<file path="src/rtl/led_counter_ctrl_pkg.sv">
// Shared constants for the LED counter block: LED display mode encodings
// and the board clock frequency used to derive the default tick rate.
package led_counter_ctrl_pkg;

  // Board system clock, Hz. One tick per second when PRESCALE equals this.
  localparam int unsigned SYS_CLK_HZ = 50_000_000;

  // LED display modes as seen on the led_mode pins.
  typedef enum logic [1:0] {
    LED_MODE_BIN    = 2'b00,
    LED_MODE_ONEHOT = 2'b01,
    LED_MODE_THERM  = 2'b10,
    LED_MODE_INV    = 2'b11
  } led_mode_e;

endpackage

</file>
<file path="src/rtl/tick_prescaler.sv">
// Free-running clock divider. While en is high it counts 0..PRESCALE-1 and
// asserts tick for the single cycle spent at PRESCALE-1, wrapping to 0 on
// the following edge. While en is low the count is frozen and tick is low.
module tick_prescaler #(
  parameter int unsigned PRESCALE = 4,
  parameter int unsigned PRE_W    = 2
) (
  input  logic clk,
  input  logic rst_n,
  input  logic en,
  output logic tick
);

  localparam logic [PRE_W-1:0] LAST = PRE_W'(PRESCALE - 1);

  logic [PRE_W-1:0] cnt;

  // Tick is decoded from the current count so the consumer acts on the
  // edge that closes the terminal cycle.
  assign tick = en && (cnt == LAST);

  // Divider count: advance while enabled, wrap at the terminal value.
  always_ff @(posedge clk or negedge rst_n) begin
    // NOTE: registers are updated with <= so every flop samples pre-edge values.
    if (!rst_n) begin
      cnt <= '0;
    end else if (en) begin
      cnt <= (cnt == LAST) ? '0 : cnt + 1'b1;
    end
  end

endmodule

</file>
<file path="src/rtl/led_counter_ctrl.sv">
// Modulo-N up/down counter advanced by a prescaled tick, with a synchronous
// saturating load and a combinational LED decode in four display modes.
module led_counter_ctrl
  import led_counter_ctrl_pkg::*;
#(
  parameter int unsigned CNT_W    = 4,
  parameter int unsigned MODULO   = 16,
  parameter int unsigned PRESCALE = SYS_CLK_HZ,
  parameter int unsigned LED_W    = 4
) (
  input  logic             clk,
  input  logic             rst_n,
  input  logic             en,
  input  logic             dir,
  input  logic             load,
  input  logic [CNT_W-1:0] load_val,
  input  logic [1:0]       led_mode,
  output logic [CNT_W-1:0] count_out,
  output logic             wrap,
  output logic [LED_W-1:0] led_out
);

  localparam int unsigned PRE_W = (PRESCALE > 1) ? $clog2(PRESCALE) : 1;
  localparam int unsigned IDX_W = (LED_W > 1) ? $clog2(LED_W) : 1;

  // Compare loads one bit wider so MODULO == 2**CNT_W stays representable.
  localparam logic [CNT_W:0]   MOD_EXT = (CNT_W + 1)'(MODULO);
  localparam logic [CNT_W-1:0] MAX_CNT = CNT_W'(MODULO - 1);

  logic tick;

  tick_prescaler #(
    .PRESCALE (PRESCALE),
    .PRE_W    (PRE_W)
  ) u_prescaler (
    .clk   (clk),
    .rst_n (rst_n),
    .en    (en),
    .tick  (tick)
  );

  // Counter and wrap flag: load beats tick; wrap only pulses on a modulo
  // rollover in either direction and clears on every other edge.
  always_ff @(posedge clk or negedge rst_n) begin
    if (!rst_n) begin
      count_out <= '0;
      wrap      <= 1'b0;
    end else begin
      wrap <= 1'b0;
      if (load) begin
        count_out <= ({1'b0, load_val} >= MOD_EXT) ? MAX_CNT : load_val;
      end else if (tick) begin
        if (dir) begin
          if (count_out == MAX_CNT) begin
            count_out <= '0;
            wrap      <= 1'b1;
          end else begin
            count_out <= count_out + 1'b1;
          end
        end else begin
          if (count_out == '0) begin
            count_out <= MAX_CNT;
            wrap      <= 1'b1;
          end else begin
            count_out <= count_out - 1'b1;
          end
        end
      end
    end
  end

  logic [IDX_W-1:0] idx;
  logic [LED_W-1:0] bin_val;
  logic [LED_W:0]   therm_ext;

  // Position of the lit LED for the runner/thermometer modes.
  assign idx       = IDX_W'(32'(count_out) % LED_W);
  assign bin_val   = LED_W'(count_out);
  assign therm_ext = (LED_W + 1)'(2) << idx;

  // LED decode from the registered count; follows led_mode immediately.
  always_comb begin
    // NOTE: default first so no mode path leaves led_out unassigned (no latch).
    led_out = bin_val;
    case (led_mode)
      LED_MODE_BIN:    led_out = bin_val;
      LED_MODE_ONEHOT: led_out = LED_W'(1) << idx;
      LED_MODE_THERM:  led_out = LED_W'(therm_ext - (LED_W + 1)'(1));
      LED_MODE_INV:    led_out = ~bin_val;
      default:         led_out = bin_val;
    endcase
  end

endmodule

</file>
<file path="config.mk">
export PLATFORM = sky130hd
export DESIGN_NAME = led_counter_ctrl
export DESIGN_NICKNAME = d
export VERILOG_FILES = /design/src/rtl/led_counter_ctrl_pkg.sv /design/src/rtl/tick_prescaler.sv /design/src/rtl/led_counter_ctrl.sv
export SDC_FILE = /design/constraint.sdc
export NUM_CORES = 1
export LEC_CHECK = 0
export CAP_MARGIN = 20
export CELL_PAD_IN_SITES_DETAIL_PLACEMENT = 1
export CELL_PAD_IN_SITES_GLOBAL_PLACEMENT = 1
export CORE_UTILIZATION = 30
export CTS_CLUSTER_SIZE = 8
export DETAILED_ROUTE_END_ITERATION = 12
export DONT_BUFFER_PORTS = 1
export PLACE_DENSITY = 0.65
export SYNTH_ARGS = -nofsm -noshare
export SYNTH_HDL_FRONTEND = slang
export SYNTH_SLANG_ARGS = --single-unit
</file>
<file path="constraint.sdc">
create_clock -name clk -period 3.9 [get_ports clk]
set_input_delay 0 -clock clk [delete_from_list [all_inputs] [get_ports clk]]
set_output_delay 0 -clock clk [all_outputs]
set_load 0.05 [all_outputs]
</file>
-- After elaboration in Yosys (flattened, before gate mapping)
Index checks and enable logic that the tools add are counted.
Widths: inputs -> output; s select.
- register bits: 31
- input bits: 11
- add/subtract/negate cells: 4
- equality and inequality tests: 5
- shifts and indexed selects: 2
- mux-type cells: 12
- bitwise gates (word level): 1
- reduce and logical (&&, ||, !) cells: 4
- operator list (kind ; number):
    $add 26x1->26 const B ; 1
    $eq 26x26->1 const B ; 1
    $mux 26 ; 1
    $mux 4 ; 5
    $pmux 4 s4 ; 1
    $sub 4x1->4 const B ; 2
    $mux 1 ; 5
    $add 4x1->4 const B ; 1
    $eq 2x2->1 const B ; 2
    $eq 4x4->1 const B ; 1
    $logic_not 4->1 ; 1
    $not 4->4 ; 1
    $shl 1x2->4 const A ; 1
    $shl 2x2->4 const A ; 1
    $eq 2x1->1 const B ; 1
    $logic_not 2->1 ; 1
    $reduce_bool 2->1 ; 1
    $logic_and 1x1->1 ; 1

-- Logic depth before layout (Yosys ltp)
- depth in word-level cells: 5
- gate-level depth with buffers: 7
- gate-level depth less buffers: 6

-- Cells and area by module
A second synthesis with hierarchy kept.
- cell total of the unflattened synthesis: 208
- area total of the unflattened synthesis: 1969.4 um^2
- modules (own cells, without submodules) (module ; times used ; cells an instance ; area an instance (um^2) ; sequential area each (um^2)):
    tick_prescaler ; 1 ; 139 ; 1391.3 ; 650.6
    led_counter_ctrl ; 1 ; 69 ; 578.1 ; 125.1

-- Worst setup path after synthesis
OpenSTA, ideal clock, no wires.
- kind: reg2out
- from: register count_out[0]
- to: output led_out[2]
- arrival: 2.264 ns
- required time: 3.900 ns
- setup slack: 1.636 ns
- cell stages (with the launch flop): 6
- cell sequence: dfrtp_1 -> inv_1 -> ha_1 -> xnor2_1 -> a211oi_1 -> a21oi_1
- cells in the longest elaborated chain, start to end: 3
- elaborated cells between the ends (all ways): 4
- classes of those cells: add/sub: 1; shift: 2; mux: 1
- ends and longest elaborated chain (what ; line ; source):
    start, declared ; led_counter_ctrl.sv:18 ; output logic [CNT_W-1:0] count_out,
    start signal, assigned ; led_counter_ctrl.sv:51 ; count_out <= ({1'b0, load_val} >= MOD_EXT) ? MAX_CNT : load_val;
    start signal, assigned ; led_counter_ctrl.sv:58 ; count_out <= count_out + 1'b1;
    start signal, assigned ; led_counter_ctrl.sv:65 ; count_out <= count_out - 1'b1;
    $shl 2x2->4 ; led_counter_ctrl.sv:79 ; assign therm_ext = (LED_W + 1)'(2) << idx;
    $sub 4x1->4 ; led_counter_ctrl.sv:88 ; LED_MODE_THERM: led_out = LED_W'(therm_ext - (LED_W + 1)'(1));
    $pmux 4 s4 (*) ; led_counter_ctrl.sv:85 ; case (led_mode)
    end, declared ; led_counter_ctrl.sv:20 ; output logic [LED_W-1:0] led_out
Every way passes the cells marked *; elsewhere a longest branch is shown, timed or not.

-- Worst setup path after layout
Ends and elaborated chain as after synthesis.

==> metrics.log <==
[metrics] run status: complete, no violations
[metrics] sum of net half-perimeters after detailed placement: ~3.3 mm
[metrics] number of unique standard cell types used by synthesis: 48
[metrics] total setup buffers inserted after CTS: 0
[metrics] final hold violation count: 0
[metrics] kind of end point of the critical path: output port
[metrics] DRC: 0
[metrics] row count: 29
[metrics] fraction of layout cells with a size suffix above 1: 0.0897
[metrics] area share of and/or/nand/nor cells after synthesis: 0.302
[metrics] top-level port count: 20
[metrics] Sink Count: 31
[metrics] average footprint of a synthesized cell: 9.19 um^2
[metrics] Initial Util: 0.312
[metrics] max-slew violations: 0
[metrics] Horiz. Die Dim: between 80 and 90 um
[metrics] pin count of the biggest net entering global routing: 32
[metrics] aggregate negative setup slack: 0 ns
[metrics] Max Freq: 368 MHz
[metrics] GR Util met2: 0.239
[metrics] xor/xnor cell area share of the yosys netlist: 0.0878
[metrics] cell area power density: ~360 nW/um^2
[metrics] cell area after synthesis: 1990 um^2
[metrics] Die Area: approximately 7000 um^2
[metrics] busiest layer in global routing: met2
[metrics] Chip Height: roughly 84 um
[metrics] Routed wire per std cell: 15.8 um
[metrics] number of synthesized flops with an enable pin: 0
[metrics] all-layer global routing usage: 0.153
[metrics] multiplexer area fraction after synthesis: 0.0263
[metrics] CTS HTree Levels: 2
[metrics] Most used DFF post-synth: sky130_fd_sc_hd__dfrtp_1
[metrics] shortest period the worst path allows: 2.72 ns
[metrics] most instantiated cells after synthesis: sky130_fd_sc_hd__dfrtp_1 (31), sky130_fd_sc_hd__nand2_1 (20), sky130_fd_sc_hd__nor2_1 (16)
[metrics] clk root buf: sky130_fd_sc_hd__clkbuf_8
[metrics] nature of the critical path startpoint: flop
[metrics] clock buffer depth: 2
[metrics] number of global-route vias before repair: between 1500 and 2000
[metrics] Worst Clk Skew: 0.00683 ns
[metrics] DRT iter0 DRCs: 74
[metrics] max-capacitance violation count: 0
[metrics] global-route wire length before repair: between 8 and 9 mm
[metrics] worst-path maximum fanout: 11
[metrics] Vias/cell: ~5.4
[metrics] total of fill cells in the finished design: between 700 and 800
[metrics] largest cells by area after synthesis: sky130_fd_sc_hd__dfrtp_1 (39%), sky130_fd_sc_hd__xnor2_1 (6.1%), sky130_fd_sc_hd__ha_1 (3.8%), sky130_fd_sc_hd__nand2_1 (3.8%), sky130_fd_sc_hd__nand3_1 (3.3%)
[metrics] initial antenna violation count: 0
[metrics] clock transition time at the flip-flop clock pins of the worst setup and hold paths: 0.07 ns
[metrics] area of the core: between 6000 and 7000 um^2
[metrics] leakage power: between 0.9 and 1 nW
[metrics] number of buffers inserted by port buffering: 0
[metrics] source-to-sink clock delay at the later pin of the worst-skew pair: approximately 0.28 ns
[metrics] worst relative slew slack: 0.308
[metrics] P&R area growth vs syn: 11.4%
[metrics] Required @ worst endpoint: ~3.9 ns
[metrics] layout net count: 240
[metrics] setup slack after placement: between 1 and 1.5 ns
[metrics] Synth Area in Compound Gates: 0.117
[metrics] Final Setup Violations: 0
[metrics] flip-flop and latch count after synthesis: 31
[metrics] Yosys warning total: 0
[metrics] Num CTS Buffers: 5
[metrics] clock tree from TritonCTS: built
[metrics] core occupancy in the finished layout: 0.348
[metrics] quantity of gates resized following cts: 0
[metrics] crit path DAT: around 2.7 ns
[metrics] overall via count from detail_route: 1626
[metrics] most repeated cell in the gate-level netlist after synthesis: sky130_fd_sc_hd__dfrtp_1
[metrics] final cycle utilization of the critical path: 0.696
[metrics] cell type with the highest aggregate area in the netlist: sky130_fd_sc_hd__dfrtp_1
[metrics] fraction of met3 tracks used by global routing: 0.0356
[metrics] proportion of netlist area held by the largest area contributor: 0.389
[metrics] DRT Wirelength: roughly 4.7 mm
[metrics] syn_nets: between 200 and 250
[metrics] class of the tightest hold or removal check: input port to flop
[metrics] post-synthesis async set-or-reset flop share: 1.00
[metrics] routability cong.: between 0.7 and 0.8
[metrics] VDD IR max: a little over 0.2 mV
[metrics] ANT nets after route: 0
[metrics] Storage cell area: 776 um^2
[metrics] final antenna diode count: 0
[metrics] adder-cell share of the synthesized area: 0.0376
[metrics] area of combinational cells with multiple inputs: between 1000 and 1500 um^2
[metrics] GR Overflow Total: 0
[metrics] Final WS setup: between 1 and 1.5 ns
[metrics] met1 GRT Util: 0.215
[metrics] number of instances in the synthesized netlist: 217
[metrics] actual transition at the worst max-transition pin: 1.04 ns
[metrics] RSZ-0062 raised after global routing: false
[metrics] startpoint-to-endpoint class of the critical path: flop to output port
[metrics] share of the yosys chip area belonging to registers: 0.389
[metrics] main combinational cell family by area after synthesis: simple AND/OR/NAND/NOR gates
[metrics] drt pass-1 iters: 4
path summary, 6_finish.rpt:
kind,startpoint,to,slack (ns),cells after the start
worst max-delay path,count_out[0]$_DFFE_PN0P_,led_out[2],1.18,5
worst min-delay path,dir,count_out[3]$_DFFE_PN0P_,0.04,3
worst max register to register,u_prescaler.cnt[18]$_DFFE_PN0P_,count_out[1]$_DFFE_PN0P_,1.27,6
worst min register to register,u_prescaler.cnt[24]$_DFFE_PN0P_,u_prescaler.cnt[24]$_DFFE_PN0P_,0.49,1
max in group asynchronous,rst_n,u_prescaler.cnt[25]$_DFFE_PN0P_,3.57,2
min in group asynchronous,rst_n,count_out[0]$_DFFE_PN0P_,0.16,2
power breakdown:
part / switching [mW] / internal, mW / leakage (nW)
sequential: 0.0580 / 0.350 / 0.396
combinational: 0.0740 / 0.0537 / 0.522
clock: 0.118 / 0.138 / 0.0470
total: 0.250 / 0.542 / 0.966
registers in the layout, indices dropped and copies added (netlist names):
signal,cells
u_prescaler.cnt,26
count_out,4
wrap,1
layout by cell type (no fill, tap or decap), types with 7 or more instances in the layout:
cell,synthesis,final
sky130_fd_sc_hd__dlygate4sd3_1,0,7
sky130_fd_sc_hd__dfrtp_1,31,31
sky130_fd_sc_hd__inv_1,9,9
sky130_fd_sc_hd__o21ai_0,8,7
sky130_fd_sc_hd__nor3_1,7,7
sky130_fd_sc_hd__nand3_1,13,13
sky130_fd_sc_hd__nand4_1,8,8
sky130_fd_sc_hd__o21ai_1,6,7
sky130_fd_sc_hd__xnor2_1,14,14
sky130_fd_sc_hd__nor2_1,16,16
sky130_fd_sc_hd__nand2_1,20,20
cells by family after synthesis:
kind of cell	count (synthesis)
AND/OR/NAND/NOR	100
adder cells (fa/ha/maj)	6
XOR/XNOR	20
flip-flops	31
AO/OA/AOI/OAI	37
buffers and inverters	18
multiplexers	5
cell type report:
cell class                      count  area share
Clock buffer                        6      0.0372
Inverter                            9      0.0152
Sequential cell                    31       0.349
Clock inverter                      1     0.00225
Timing Repair Buffer                8      0.0405
Tap cell                           77      0.0434
Multi-Input combinational cell    168       0.512
critical path, cell delays in order (launching register included):
cell and delay [ns]:
sky130_fd_sc_hd__dfrtp_1 0.82, sky130_fd_sc_hd__inv_1 0.23, sky130_fd_sc_hd__ha_1 0.34, sky130_fd_sc_hd__xnor2_1 0.18, sky130_fd_sc_hd__a211oi_1 0.08, sky130_fd_sc_hd__a21oi_1 0.79
routing by layer:
layer | vias to the layer above | share of wire | wire, um
met1 | 802 | 0.49 | 2330
li1 | 797 | - | -
met3 | 5 | 0.037 | 175
met5 | - | 0 | 0
met2 | 22 | 0.46 | 2190
met4 | 0 | 0.0085 | 40
stage by stage:
stage          total power, mW  instance area, um^2  hold WS (ns)  cells
2_1_floorplan            0.505                 1990        -0.296    217
3_5_place_dp             0.525                 2040        -0.295    285
6_report                 0.792                 2220        0.0353    300
3_3_place_gp             0.524                 2040        -0.295    285
5_1_grt                  0.840                 2220        0.0718    300
4_1_cts                  0.805                 2220        0.0129    300
repair_timing:
item	in CTS	in global routing
endpoints found under the setup margin	0	0
hold buffers	8	0
endpoints found under the hold margin	46	0
No activity file was read; power rests on OpenSTA's default activity.
